$ cat config.mk
export PLATFORM = sky130hd
export DESIGN_NAME = axis_fifo_packer
export DESIGN_NICKNAME = d
export VERILOG_FILES = /design/src/rtl/axis_fifo_packer.sv
export SDC_FILE = /design/constraint.sdc
export NUM_CORES = 1
export LEC_CHECK = 0
export CORE_AREA = 4 4 136 138
export CTS_CLUSTER_DIAMETER = 200
export DETAILED_ROUTE_END_ITERATION = 6
export DIE_AREA = 0 0 140 142
export DONT_BUFFER_PORTS = 1
export SLEW_MARGIN = 10
export SYNTH_ARGS = -nofsm -noshare
export SYNTH_HDL_FRONTEND = slang
export SYNTH_SLANG_ARGS = --single-unit
$ cat constraint.sdc
create_clock -name clk -period 2.7 [get_ports clk]
set_input_delay 0.405 -clock clk [delete_from_list [all_inputs] [get_ports clk]]
set_output_delay 0.405 -clock clk [all_outputs]
set_load 0.01 [all_outputs]
$ cat src/rtl/axis_fifo_packer.sv
// Packs IN_WIDTH AXI-Stream samples into DATA_WIDTH FIFO words and pads each
// frame to a whole number of BURST_LEN-word bursts.
module axis_fifo_packer #(
  parameter int unsigned         IN_WIDTH   = 8,
  parameter int unsigned         DATA_WIDTH = 32,
  parameter int unsigned         BURST_LEN  = 8,
  parameter logic [IN_WIDTH-1:0] PAD_VALUE  = '0
) (
  input  logic                  clk,
  input  logic                  m00_axi_aresetn,
  input  logic [IN_WIDTH-1:0]   s_tdata,
  input  logic                  s_tvalid,
  input  logic                  s_tlast,
  output logic                  s_tready,
  output logic                  fifo_wren,
  output logic [DATA_WIDTH-1:0] fifo_wrdata,
  input  logic                  fifo_full,
  input  logic                  fifo_prog_full,
  output logic                  frame_done,
  output logic [15:0]           frame_words
);

  localparam int unsigned RATIO = DATA_WIDTH / IN_WIDTH;
  localparam int unsigned LW    = (RATIO > 1) ? $clog2(RATIO) : 1;
  localparam int unsigned BW    = (BURST_LEN > 1) ? $clog2(BURST_LEN) : 1;
  localparam logic [DATA_WIDTH-1:0] PAD_WORD = {RATIO{PAD_VALUE}};

  typedef enum logic [1:0] {ST_RUN, ST_FLUSH, ST_PAD, ST_DONE} state_t;

  state_t                state, state_nx;
  logic [LW-1:0]         lane, lane_nx;
  logic [DATA_WIDTH-1:0] pack_buf, pack_nx;
  logic [DATA_WIDTH-1:0] wbuf, wbuf_nx;
  logic [DATA_WIDTH-1:0] merged;
  logic                  wpend, wpend_nx;
  logic [BW-1:0]         burst_cnt, burst_inc, burst_nx;
  logic [15:0]           words_nx;
  logic                  clr_words, clr_nx;
  logic                  accept, last_lane, slot_free;

  assign fifo_wren   = wpend & ~fifo_full;
  assign fifo_wrdata = wbuf;
  assign frame_done  = (state == ST_DONE);
  assign s_tready    = ~m00_axi_aresetn & (state == ST_RUN) & ~fifo_prog_full
                       & (~wpend | ~fifo_full);
  assign accept      = s_tvalid & s_tready;
  assign last_lane   = (lane == LW'(RATIO - 1));
  assign slot_free   = ~wpend | fifo_wren;
  assign burst_inc   = (burst_cnt == BW'(BURST_LEN - 1)) ? '0 : burst_cnt + 1'b1;
  assign burst_nx    = fifo_wren ? burst_inc : burst_cnt;

  // Current partial word with the incoming sample dropped into its lane.
  always_comb begin
    merged = pack_buf;
    for (int unsigned i = 0; i < RATIO; i++) begin
      if (lane == LW'(i)) merged[i*IN_WIDTH +: IN_WIDTH] = s_tdata;
    end
  end

  always_comb begin
    state_nx = state;
    lane_nx  = lane;
    pack_nx  = pack_buf;
    wbuf_nx  = wbuf;
    wpend_nx = wpend & ~fifo_wren;
    clr_nx   = clr_words;
    words_nx = frame_words;

    if (fifo_wren) begin
      if (clr_words) begin
        words_nx = 16'd1;
        clr_nx   = 1'b0;
      end else begin
        words_nx = frame_words + 16'd1;
      end
    end

    case (state)
      ST_RUN: begin
        if (accept) begin
          if (last_lane) begin
            wbuf_nx  = merged;
            wpend_nx = 1'b1;
            pack_nx  = PAD_WORD;
            lane_nx  = '0;
            // PAD settles the aligned/unaligned choice once this word lands.
            if (s_tlast) state_nx = ST_PAD;
          end else begin
            pack_nx = merged;
            lane_nx = lane + 1'b1;
            if (s_tlast) state_nx = ST_FLUSH;
          end
        end
      end
      ST_FLUSH: begin
        if (slot_free) begin
          wbuf_nx  = pack_buf;
          wpend_nx = 1'b1;
          pack_nx  = PAD_WORD;
          lane_nx  = '0;
          state_nx = ST_PAD;
        end
      end
      ST_PAD: begin
        if (slot_free) begin
          if (burst_nx != '0) begin
            wbuf_nx  = PAD_WORD;
            wpend_nx = 1'b1;
          end else begin
            state_nx = ST_DONE;
          end
        end
      end
      ST_DONE: begin
        clr_nx   = 1'b1;
        state_nx = ST_RUN;
      end
    endcase
  end

  always_ff @(posedge clk or posedge m00_axi_aresetn) begin
    if (m00_axi_aresetn) begin
      state       <= ST_RUN;
      lane        <= '0;
      pack_buf    <= PAD_WORD;
      wbuf        <= '0;
      wpend       <= 1'b0;
      burst_cnt   <= '0;
      frame_words <= '0;
      clr_words   <= 1'b0;
    end else begin
      state       <= state_nx;
      lane        <= lane_nx;
      pack_buf    <= pack_nx;
      wbuf        <= wbuf_nx;
      wpend       <= wpend_nx;
      burst_cnt   <= burst_nx;
      frame_words <= words_nx;
      clr_words   <= clr_nx;
    end
  end

endmodule

=== Word level (Yosys, flattened, before mapping) ===
Index checks and enable logic that the tools add are counted.

* Bits in registers: 89
* Output and inout port bits: 51

* Equal/unequal tests: 14
* Reduce and logical (&&, ||, !) cells: 9
* Bitwise operators: 13
* $add $sub $neg: 3
* Muxes and demuxes: 37

{| class="wikitable"
|+ Operators with widths
! operator !! number
|-
| $mux 32 || 8
|-
| $pmux 32 s3 || 1
|-
| $pmux 32 s2 || 1
|-
| $mux 8 || 4
|-
| $mux 2 || 10
|-
| $add 16x1->16 const B || 1
|-
| $mux 16 || 1
|-
| $ne 2x2->1 const B || 7
|-
| $eq 2x2->1 const B || 4
|-
| $pmux 2 s4 || 1
|-
| $mux 1 || 7
|-
| $and 1x1->1 || 6
|-
| $mux 3 || 2
|-
| $reduce_and 6->1 || 1
|-
| $reduce_bool 3->1 || 2
|-
| $not 1->1 || 5
|-
| $reduce_and 5->1 || 1
|-
| $eq 2x1->1 const B || 2
|-
| $logic_not 2->1 || 2
|-
| $pmux 2 s2 || 1
|-
| $reduce_bool 2->1 || 2
|-
| $add 3x1->3 const B || 1
|-
| $eq 3x3->1 const B || 1
|-
| $pmux 1 s3 || 1
|-
| other kinds (3) || 4
|}

=== Depth between registers and ports, before layout ===
Gate-level depths: netlist of the first run.

* Depth after elaboration: 7
* Mapped depth: 8
* Mapped depth without buffers: 6

=== Worst setup path before layout of the first run ===
No wires, ideal clock.

* Path kind: register to register
* Start: register burst_cnt[0]
* End: register wbuf[7], in the netlist fifo_wrdata[7]
* Path slack: 0.487 ns
* Arrival time: 2.085 ns
* Stages on the path, launching flop included: 8
* Period minus slack after synthesis: 2.213 ns
* Cell sequence: dfrtp_1 > ha_1 > ha_1 > or4b_1 > o22ai_2 > a2111oi_4 > buf_6 > mux2_1

* Cells in the longest elaborated chain, start to end: 6
* Elaborated cells on any way between the ends: 7
* Classes of those cells: 1 x add/sub; 2 x eq/ne; 2 x mux; 2 x reduce/logical

{| class="wikitable"
|+ RTL lines
! what !! line !! source
|-
| from (decl) || 36 || <nowiki>logic [BW-1:0] burst_cnt, burst_inc, burst_nx;</nowiki>
|-
| from (signal assigned) || 137 || <nowiki>burst_cnt <= burst_nx;</nowiki>
|-
| $add 3x1->3 or $eq 3x3->1 (tied branches) || 49 || <nowiki>assign burst_inc = (burst_cnt == BW'(BURST_LEN - 1)) ? '0 : burst_cnt + 1'b1;</nowiki>
|-
| $mux 3 || 49 ||
|-
| $mux 3 * || 50 || <nowiki>assign burst_nx = fifo_wren ? burst_inc : burst_cnt;</nowiki>
|-
| $reduce_bool 3->1 * || 106 || <nowiki>if (burst_nx != '0) begin</nowiki>
|-
| $ne 2x2->1 (no source line) * || -- ||
|-
| $reduce_and 6->1 (no source line) * || -- ||
|-
| to (signal assigned) || 135 || <nowiki>wbuf <= wbuf_nx;</nowiki>
|-
| to (decl) || 33 || <nowiki>logic [DATA_WIDTH-1:0] wbuf, wbuf_nx;</nowiki>
|}

Mark *: on every way between the ends. The rest lies on a longest branch, timed or not.
A chain may end at the register's enable or synchronous reset.

=== Worst setup path after layout of the first run ===
* Start: register burst_cnt[0]
* End: register wbuf[8], in the netlist fifo_wrdata[8]

Same word-level chain as after synthesis.

==> results of run 1 <==
cell families (layout without fill, tap and decap cells):
kind of cell             Yosys count  in the layout  share of synthesized area
AND/OR/NAND/NOR                  106            106                      0.125
flip-flops                        89             89                      0.527
AO/OA/AOI/OAI                     79             79                      0.153
multiplexers                      47             47                      0.122
buffers and inverters             23             32                     0.0263
adder cells (fa/ha/maj)           11             11                     0.0326
XOR/XNOR                           7              7                     0.0145
worst paths after layout:
path / start / to / slack (ns) / cells after the start
max in group asynchronous: m00_axi_aresetn / burst_cnt[1] / 2.24 / 2
max: burst_cnt[0] / fifo_wrdata[8] / 0.27 / 7
min: m00_axi_aresetn / frame_words[0] / 0.05 / 2
min reg2reg: pack_buf[27] / pack_buf[27] / 0.49 / 1
max reg2reg: burst_cnt[0] / fifo_wrdata[8] / 0.27 / 7
min in group clk: s_tdata[3] / pack_buf[3] / 0.21 / 1
final cells by class:
type	count	share of cell area
flip-flops and latches	89	0.462
multi-input cells	250	0.392
well taps	225	0.0584
clock buffers	9	0.0467
repair buffers	8	0.0150
inverters	9	0.00778
clock inverters	6	0.0187
per-stage QoR:
step | power (uW) | instances | utilization | cell area, um2 | hold slack (ns)
after global routing | 5550 | 596 | 0.281 | 4820 | 0.0987
after CTS | 5250 | 596 | 0.281 | 4820 | 0.0918
after floorplan | 3490 | 362 | - | 4230 | 0.454
after detailed placement | 3900 | 581 | 0.262 | 4510 | 0.452
final | 5180 | 596 | 0.281 | 4820 | 0.0451
after global placement | 3810 | 581 | 0.262 | 4510 | 0.441
registers in the layout, indices dropped and copies added, names as in the netlist:
register	count
fifo_wrdata	32
frame_words	16
burst_cnt	3
pack_buf	32
lane	2
state	2
wpend	1
clr_words	1
cell usage in the layout (no fill, tap or decap), drive strengths merged, types with 2 or more instances in the layout:
cell / count
a32oi: 2
nand4: 2
or3: 4
a21oi: 11
and2: 11
and3: 5
nor2b: 9
o22ai: 2
o21ai: 7
nor3: 5
nand3: 11
clkbuf: 9
nand2: 23
clkinvlp: 2
ha: 11
dfrtp: 89
nor2: 26
inv: 10
buf: 8
mux2: 36
bufinv: 2
xnor2: 7
mux2i: 11
nor4: 4
a22o: 47
a31oi: 2
or2: 2
routing by layer:
layer	wire (um)	vias up
met3	949	7
li1	-	1334
met5	0	-
met2	4710	54
met1	4410	1441
met4	107	0
power by group through the flow:
stage / Clock (uW) / Sequential [uW] / Combinational [uW]
after floorplan: 0 / 1910 / 1580
after global placement: 0 / 2000 / 1820
after detailed placement: 0 / 2020 / 1890
after CTS: 1360 / 1990 / 1900
after global routing: 1420 / 2030 / 2100
final: 1330 / 1990 / 1870
==> results.txt, run 1 <==
The number of violations of the max-capacitance limit came out at 0. The placeable core area came out at around 17,000 um2. The clock network fraction of total power came out at 0.256. The share of post-route cells with drive strength above 1 came out at 0.170.

For met3 alone, demand over resource in global routing was 0.0497. The growth of design area from synthesis to finish came out at 14.1%. The maximum clock rate is between 400 and 500 MHz. STA puts the critical path data arrival time at roughly 2.6 ns. The number of global-route vias before repair is around 2,800. The congestion estimate from routability-driven global placement came to about 0.77. The portion of synthesized cell area occupied by the leading cell type came out at 0.527. The worst slack after detailed placement came out at ~0.25 ns. The largest total area in the synthesized netlist belongs to sky130_fd_sc_hd__dfrtp_1. The post-synthesis instance area is 4230 um2.

Across every metal layer, demand over resource in global routing totals 0.103. By startpoint and endpoint, the worst setup path is classified as reg2reg. The number of placement rows is 48. The final critical-path required period is 2.43 ns. Yosys instantiated no cell more often than sky130_fd_sc_hd__dfrtp_1. The via density per instance is about 4.8.

The critical path goes through ha_1 > ha_1 > or4b_1 > o22ai_2 > a2111oi_4 > buf_4 > mux2_1. Of all flip-flops after synthesis, the portion carrying an async set or reset was 1.00. The tree is rooted in a sky130_fd_sc_hd__clkbuf_16. The sum of routed wire length over all layers is slightly above 10,000 um. Setup violations remaining at the end of the flow were counted as 0. The slowest stage cell on the critical path is sky130_fd_sc_hd__or4b_1. Yosys attributes the largest share of cell area to sky130_fd_sc_hd__dfrtp_1, sky130_fd_sc_hd__a22o_1, sky130_fd_sc_hd__mux2_2. The average cell area after synthesis came out at 11.7 um2. In the synthesized netlist the dominant register cell turns out to be sky130_fd_sc_hd__dfrtp_1. The share of synthesized area occupied by flip-flops and latches came out at 0.527. The leakage component of the power is roughly 0.0023 uW. The number of filler instances in the final layout is around 1,800.

The post-cts gate resize count is 0. The maximum root-to-sink buffer count is 2. Detailed routing inserted a total of between 2,000 and 3,000 vias. Clock-pin slew was measured on the worst setup and hold paths at 0.07 ns. The first global-routing pass estimated between 15,000 and 20,000 um of wire. TritonCTS created 9 clock buffers.

The number of distinct library cells after synthesis is 45. The flow ran to the end, and the final reports show no timing, DRC or antenna violations. The H-tree was split into 3 levels. The highest net fanout along the worst path came out at 32.

The number of antenna violations at the first check in global routing is 0. The buffers plus inverters on the worst setup path is 1. The DRC violation count after routing came out at 0. Synthesis handed over a netlist of between 300 and 400 instances. The switching power came out at 1910 uW.

Yosys printed 0 warnings. In this run the post-CTS setup repair buffer count came out at 0. Measured against its own limit, the worst slew margin works out to 0.568. Summing all flip-flop and latch instances after layout gives approximately 2200 um2. STA classifies the critical path endpoint as a flip-flop. The clock sink total is 89. The cell class contributing the biggest share of worst-path delay is simple AND/OR/NAND/NOR gates.

The logic gate share of total power is 0.361. The cell that appears most often on the critical path is sky130_fd_sc_hd__ha_1. The number of antenna repair diodes came out at 0. The routed length per instance came out at 17.1 um. The number of DRC markers after the initial detailed-route iteration is 112. The pre-antenna-repair detailed-routing pass consisted of 4 iterations.

By count the netlist is led by sky130_fd_sc_hd__dfrtp_1, sky130_fd_sc_hd__a22o_1, sky130_fd_sc_hd__mux2_2, sky130_fd_sc_hd__nor2_1, sky130_fd_sc_hd__nand2_1. The largest net degree at the start of global routing is 90. The worst hold path belongs to the class in2async. In this run the most used layer during global routing was met2. For this configuration, the core starts out at a cell density of 0.246. The ratio of total power to cell area came out at roughly 1100 nW/um2.

The worst-case setup margin in the final layout is 0.273 ns. The accumulated negative setup slack is 0 ns. between 60 and 70 I/O pins were placed.

The net total in the final layout came out at between 300 and 400. The number of enable-type register cells in the synthesized netlist came out at 0. The number of nets in the synthesized netlist is about 390.

The data required time of the worst path is 2.92 ns. Once detail routing completed, the nets flagged for antenna violations numbered 0. For met1 alone, demand over resource in global routing was 0.132. Of the total power, registers draw 0.383. The count of port buffers added during placement is 0. Measured along the y axis, the die boundary spans between 100 and 150 um.

The total area of multi-input combinational cells came out at between 1500 and 2000 um2. The horizontal die dimension is 140 um. For met2 alone, demand over resource in global routing was 0.155. After synthesis the netlist holds a flip-flop and latch count of just under 90. Of the total power, the share spent switching nets is 0.368.

The detailed placer's ending HPWL is slightly above 7000 um. The launching element type of the critical path is a flip-flop. The global-route congestion overflow total is 0. The hold violation count in the final report came out at 0. The worst setup skew after layout came out at ~0.007 ns.

The number of hold buffers added after CTS was 0. The maximum ir drop on the vdd rail came out at 0.345 mV. Setup repair after global routing left no endpoint under its margin. For this run, the slowest stage of the critical path takes ~0.50 ns.

The die area is between 15,000 and 20,000 um2. The period utilization came out at 0.899. The internal power came out at ~3300 uW.

The transition at the pin with the smallest max-transition slack is approximately 0.65 ns. For the worst-skew pair, the clock arrives at the later sink with an insertion delay of roughly 0.33 ns. TritonCTS built the clock tree. The number of pins exceeding their max-slew limit in the final report came out at 0.
Power figures use the tool's default switching activity.
==> run 2, diff against run 1 <==
- CTS_BUF_LIST: unset -> sky130_fd_sc_hd__clkbuf_8
==> run 2 against run 1 <==
  * Final area is 2.1% lower
  * Count of clock-buffer cells in the layout unchanged
  * Clock power fell by 24%
  * Non-clock buffer count stayed put
  * Total power down 6.1%
  * Global-route usage hardly changed
  * Wire length is 0.60% higher
  * Maximum frequency grew 0.17%
  * Sequential power about the same
==> results.txt, run 2 (synthesized netlist as in run 1, its figures left out) <==
RSZ-0062 raised after global routing: no (unchanged). The global-route congestion overflow total came out at 0 (unchanged). Crit path cell chain: ha_1 > ha_1 > or4b_1 > o22ai_2 > a2111oi_4 > buf_4 > mux2_1 (unchanged). The post-cts hold buffer count came out at 0 (unchanged). The leakage component of the power came out at 0.00221 uW (was 0.00225 uW).

The internal reg-to-reg setup slack is 0.28 ns (was 0.27 ns). The count of port buffers added during placement came to 0 (unchanged). The top-level I/O count came out at 65 (unchanged). The switching share of power is 0.387 (was 0.368). The highest net fanout along the worst path is 32 (unchanged). The path category of the worst min-delay check was in2async (unchanged).

The detailed placer's ending HPWL came to 7180 um (unchanged). The post-route worst hold slack is 0.0211 ns (was 0.0451 ns). The worst-case setup margin in the final layout came out at 0.277 ns (was 0.273 ns). The final RePlAce weighted congestion came out at 0.769 (unchanged).

The number of placement rows came out at 48 (unchanged). The final total power is 4870 uW (was 5180 uW). The number of filler instances in the final layout is 1,796 (was 1,791). The maximum clock rate is 413 MHz (was 412 MHz). The number of H-tree branching levels came to 3 (unchanged).

The launching element type of the critical path is a flip-flop (unchanged). The total CTS buffers is 9 (unchanged). The vertical die dimension is 142 um (unchanged). The placeable core area was 17,200 um2 (unchanged). The number of pins exceeding their max-slew limit in the final report is 0 (unchanged). The kind of end point of the critical path is a flip-flop (unchanged). The first-pass iteration count of the detailed router was 6 (was 4). The critical path start-end classification is reg2reg (unchanged). The number of global-route vias before repair is 2,827 (was 2,828).

The transition at the pin with the smallest max-transition slack was 0.662 ns (was 0.648 ns). The final critical-path required period came out at 2.42 ns (was 2.43 ns). The global-route wire length before repair came out at 16,300 um (about the same).

The internal power is 2980 uW (was 3280 uW). The DRC violation count after routing came to 0 (unchanged). Leading cell types in the layout, fill and taps excluded: sky130_fd_sc_hd__dfrtp_1, sky130_fd_sc_hd__a22o_1, sky130_fd_sc_hd__mux2_2, sky130_fd_sc_hd__nor2_1, sky130_fd_sc_hd__nand2_1 (unchanged). The cell count of the worst reg-to-reg path is 7 (unchanged). The number of antenna repair diodes is 0 (unchanged). The clock network fraction of total power came out at 0.207 (was 0.256). The worst setup skew after layout is 0.0161 ns (was 0.00719 ns). The period utilization came out at 0.897 (was 0.899). The worst max-slew margin expressed relative to the limit came out at 0.558 (was 0.568). The via count of the routed design came out at 2,855 (was 2,836). The clock root buffer was sky130_fd_sc_hd__clkbuf_8 (was sky130_fd_sc_hd__clkbuf_16). The buffers plus inverters on the worst setup path is 1 (unchanged). The endpoint of the most critical register-to-register path is fifo_wrdata[7] (was fifo_wrdata[8]). The overall routing resource usage is 0.103 (about the same). The sum of routed wire length over all layers came out at 10,200 um (about the same). The slowest stage cell on the critical path is sky130_fd_sc_hd__or4b_1 (unchanged). The net total in the final layout was 392 (unchanged). The logic gate share of total power came to 0.386 (was 0.361).

The starting density of the core came out at 0.246 (unchanged). The worst slack after detailed placement came to 0.253 ns (unchanged). The reg-to-reg critical path startpoint is burst_cnt[0] (unchanged). The worst-skew pair later-pin latency came out at 0.36 ns (was 0.33 ns). The number of antenna violations at the first check in global routing is 0 (unchanged). The switching power is 1880 uW (was 1910 uW).

The register share of total power is 0.407 (was 0.383). The number of buffers inserted by post-CTS setup repair is 0 (unchanged). The share of post-route cells with drive strength above 1 was 0.170 (unchanged). The maximum ir drop on the vdd rail came to 0.309 mV (was 0.345 mV).

The post-cts gate resize count is 0 (unchanged). The number of violations of the max-capacitance limit is 0 (unchanged). The most common cell after layout, fill and taps aside was sky130_fd_sc_hd__dfrtp_1 (unchanged). The maximum root-to-sink buffer count was 2 (unchanged).

The number of nets still failing antenna checks after routing is 0 (unchanged). The horizontal die dimension came out at 140 um (unchanged). The clock transition at the registers of the reported paths came out at 0.08 ns (was 0.07 ns). The delay contributed by the slowest stage of the critical path came to 0.50 ns (about the same). The most frequent cell on the critical path is sky130_fd_sc_hd__ha_1 (unchanged).

The data required time of the worst path came out at 2.94 ns (was 2.92 ns). The clock sink total is 89 (unchanged). The die area came out at 19,900 um2 (unchanged). The accumulated negative setup slack is 0 ns (unchanged). The hold violation count in the final report came out at 0 (unchanged). The largest net degree at the start of global routing is 90 (unchanged). The clock tree from TritonCTS is yes (unchanged).

The critical path arrival is 2.66 ns (was 2.64 ns). The number of DRC markers after the initial detailed-route iteration is 123 (was 112). The growth of design area from synthesis to finish was 11.7% (was 14.1%).

The cell class contributing the biggest share of worst-path delay is simple AND/OR/NAND/NOR gates (unchanged). The routed length per instance came to 17.2 um (was 17.1 um). Result of the run: complete, no violations (unchanged).

The ratio of total power to cell area came to 1030 nW/um2 (was 1070 nW/um2). The via density per instance was 4.79 (was 4.76). The final number of setup-violating endpoints came to 0 (unchanged).
run 2: cell type report:
cell class | instances | area [um2] | share of cell area
Inverter | 9 | 37.5 | 0.00795
Clock buffer | 9 | 124 | 0.0262
Sequential cell | 89 | 2230 | 0.472
Multi-Input combinational cell | 250 | 1890 | 0.400
Timing Repair Buffer | 8 | 72.6 | 0.0154
Tap cell | 225 | 282 | 0.0596
Clock inverter | 6 | 90.1 | 0.0191
run 2: worst register-to-register path, stage by stage (launching register included):
cell and delay, ns:
sky130_fd_sc_hd__dfrtp_1 0.41, sky130_fd_sc_hd__ha_1 0.21, sky130_fd_sc_hd__ha_1 0.28, sky130_fd_sc_hd__or4b_1 0.50
sky130_fd_sc_hd__o22ai_2 0.18, sky130_fd_sc_hd__a2111oi_4 0.09, sky130_fd_sc_hd__buf_4 0.28, sky130_fd_sc_hd__mux2_1 0.36
run 2: worst max-delay path by stage:
stage                 startpoint        endpoint  slack, ns  cells past startpoint
finish              burst_cnt[0]  fifo_wrdata[7]       0.28                      7
global route        burst_cnt[0]  fifo_wrdata[7]       0.16                      7
CTS                 burst_cnt[0]  fifo_wrdata[7]       0.25                      7
detailed placement  burst_cnt[0]  fifo_wrdata[7]       0.25                      7
global placement    burst_cnt[0]  fifo_wrdata[8]       0.31                      7
floorplan           burst_cnt[0]  fifo_wrdata[7]       0.49                      7
run 2: through the flow:
| stage | std cells | cell area (um2) | utilization |
|---|---|---|---|
| after floorplan | 362 | 4230 | - |
| after global placement | 581 | 4510 | 0.262 |
| after detailed placement | 581 | 4510 | 0.262 |
| after CTS | 596 | 4720 | 0.275 |
| after global routing | 596 | 4720 | 0.275 |
| final | 596 | 4720 | 0.275 |
run 2: layer usage:
layer / part of all wire / track usage
met1: 0.43 / 0.133
met2: 0.46 / 0.155
met3: 0.10 / 0.0497
met4: 0.0078 / 0.0311
met5: 0 / 0
run 2: power groups by stage:
stage / Combinational [uW] / Sequential [uW] / Clock (uW)
global placement: 1820 / 2000 / 0
detailed placement: 1890 / 2020 / 0
global route: 2100 / 2030 / 1090
floorplan: 1580 / 1910 / 0
CTS: 1900 / 1990 / 1030
finish: 1880 / 1980 / 1010
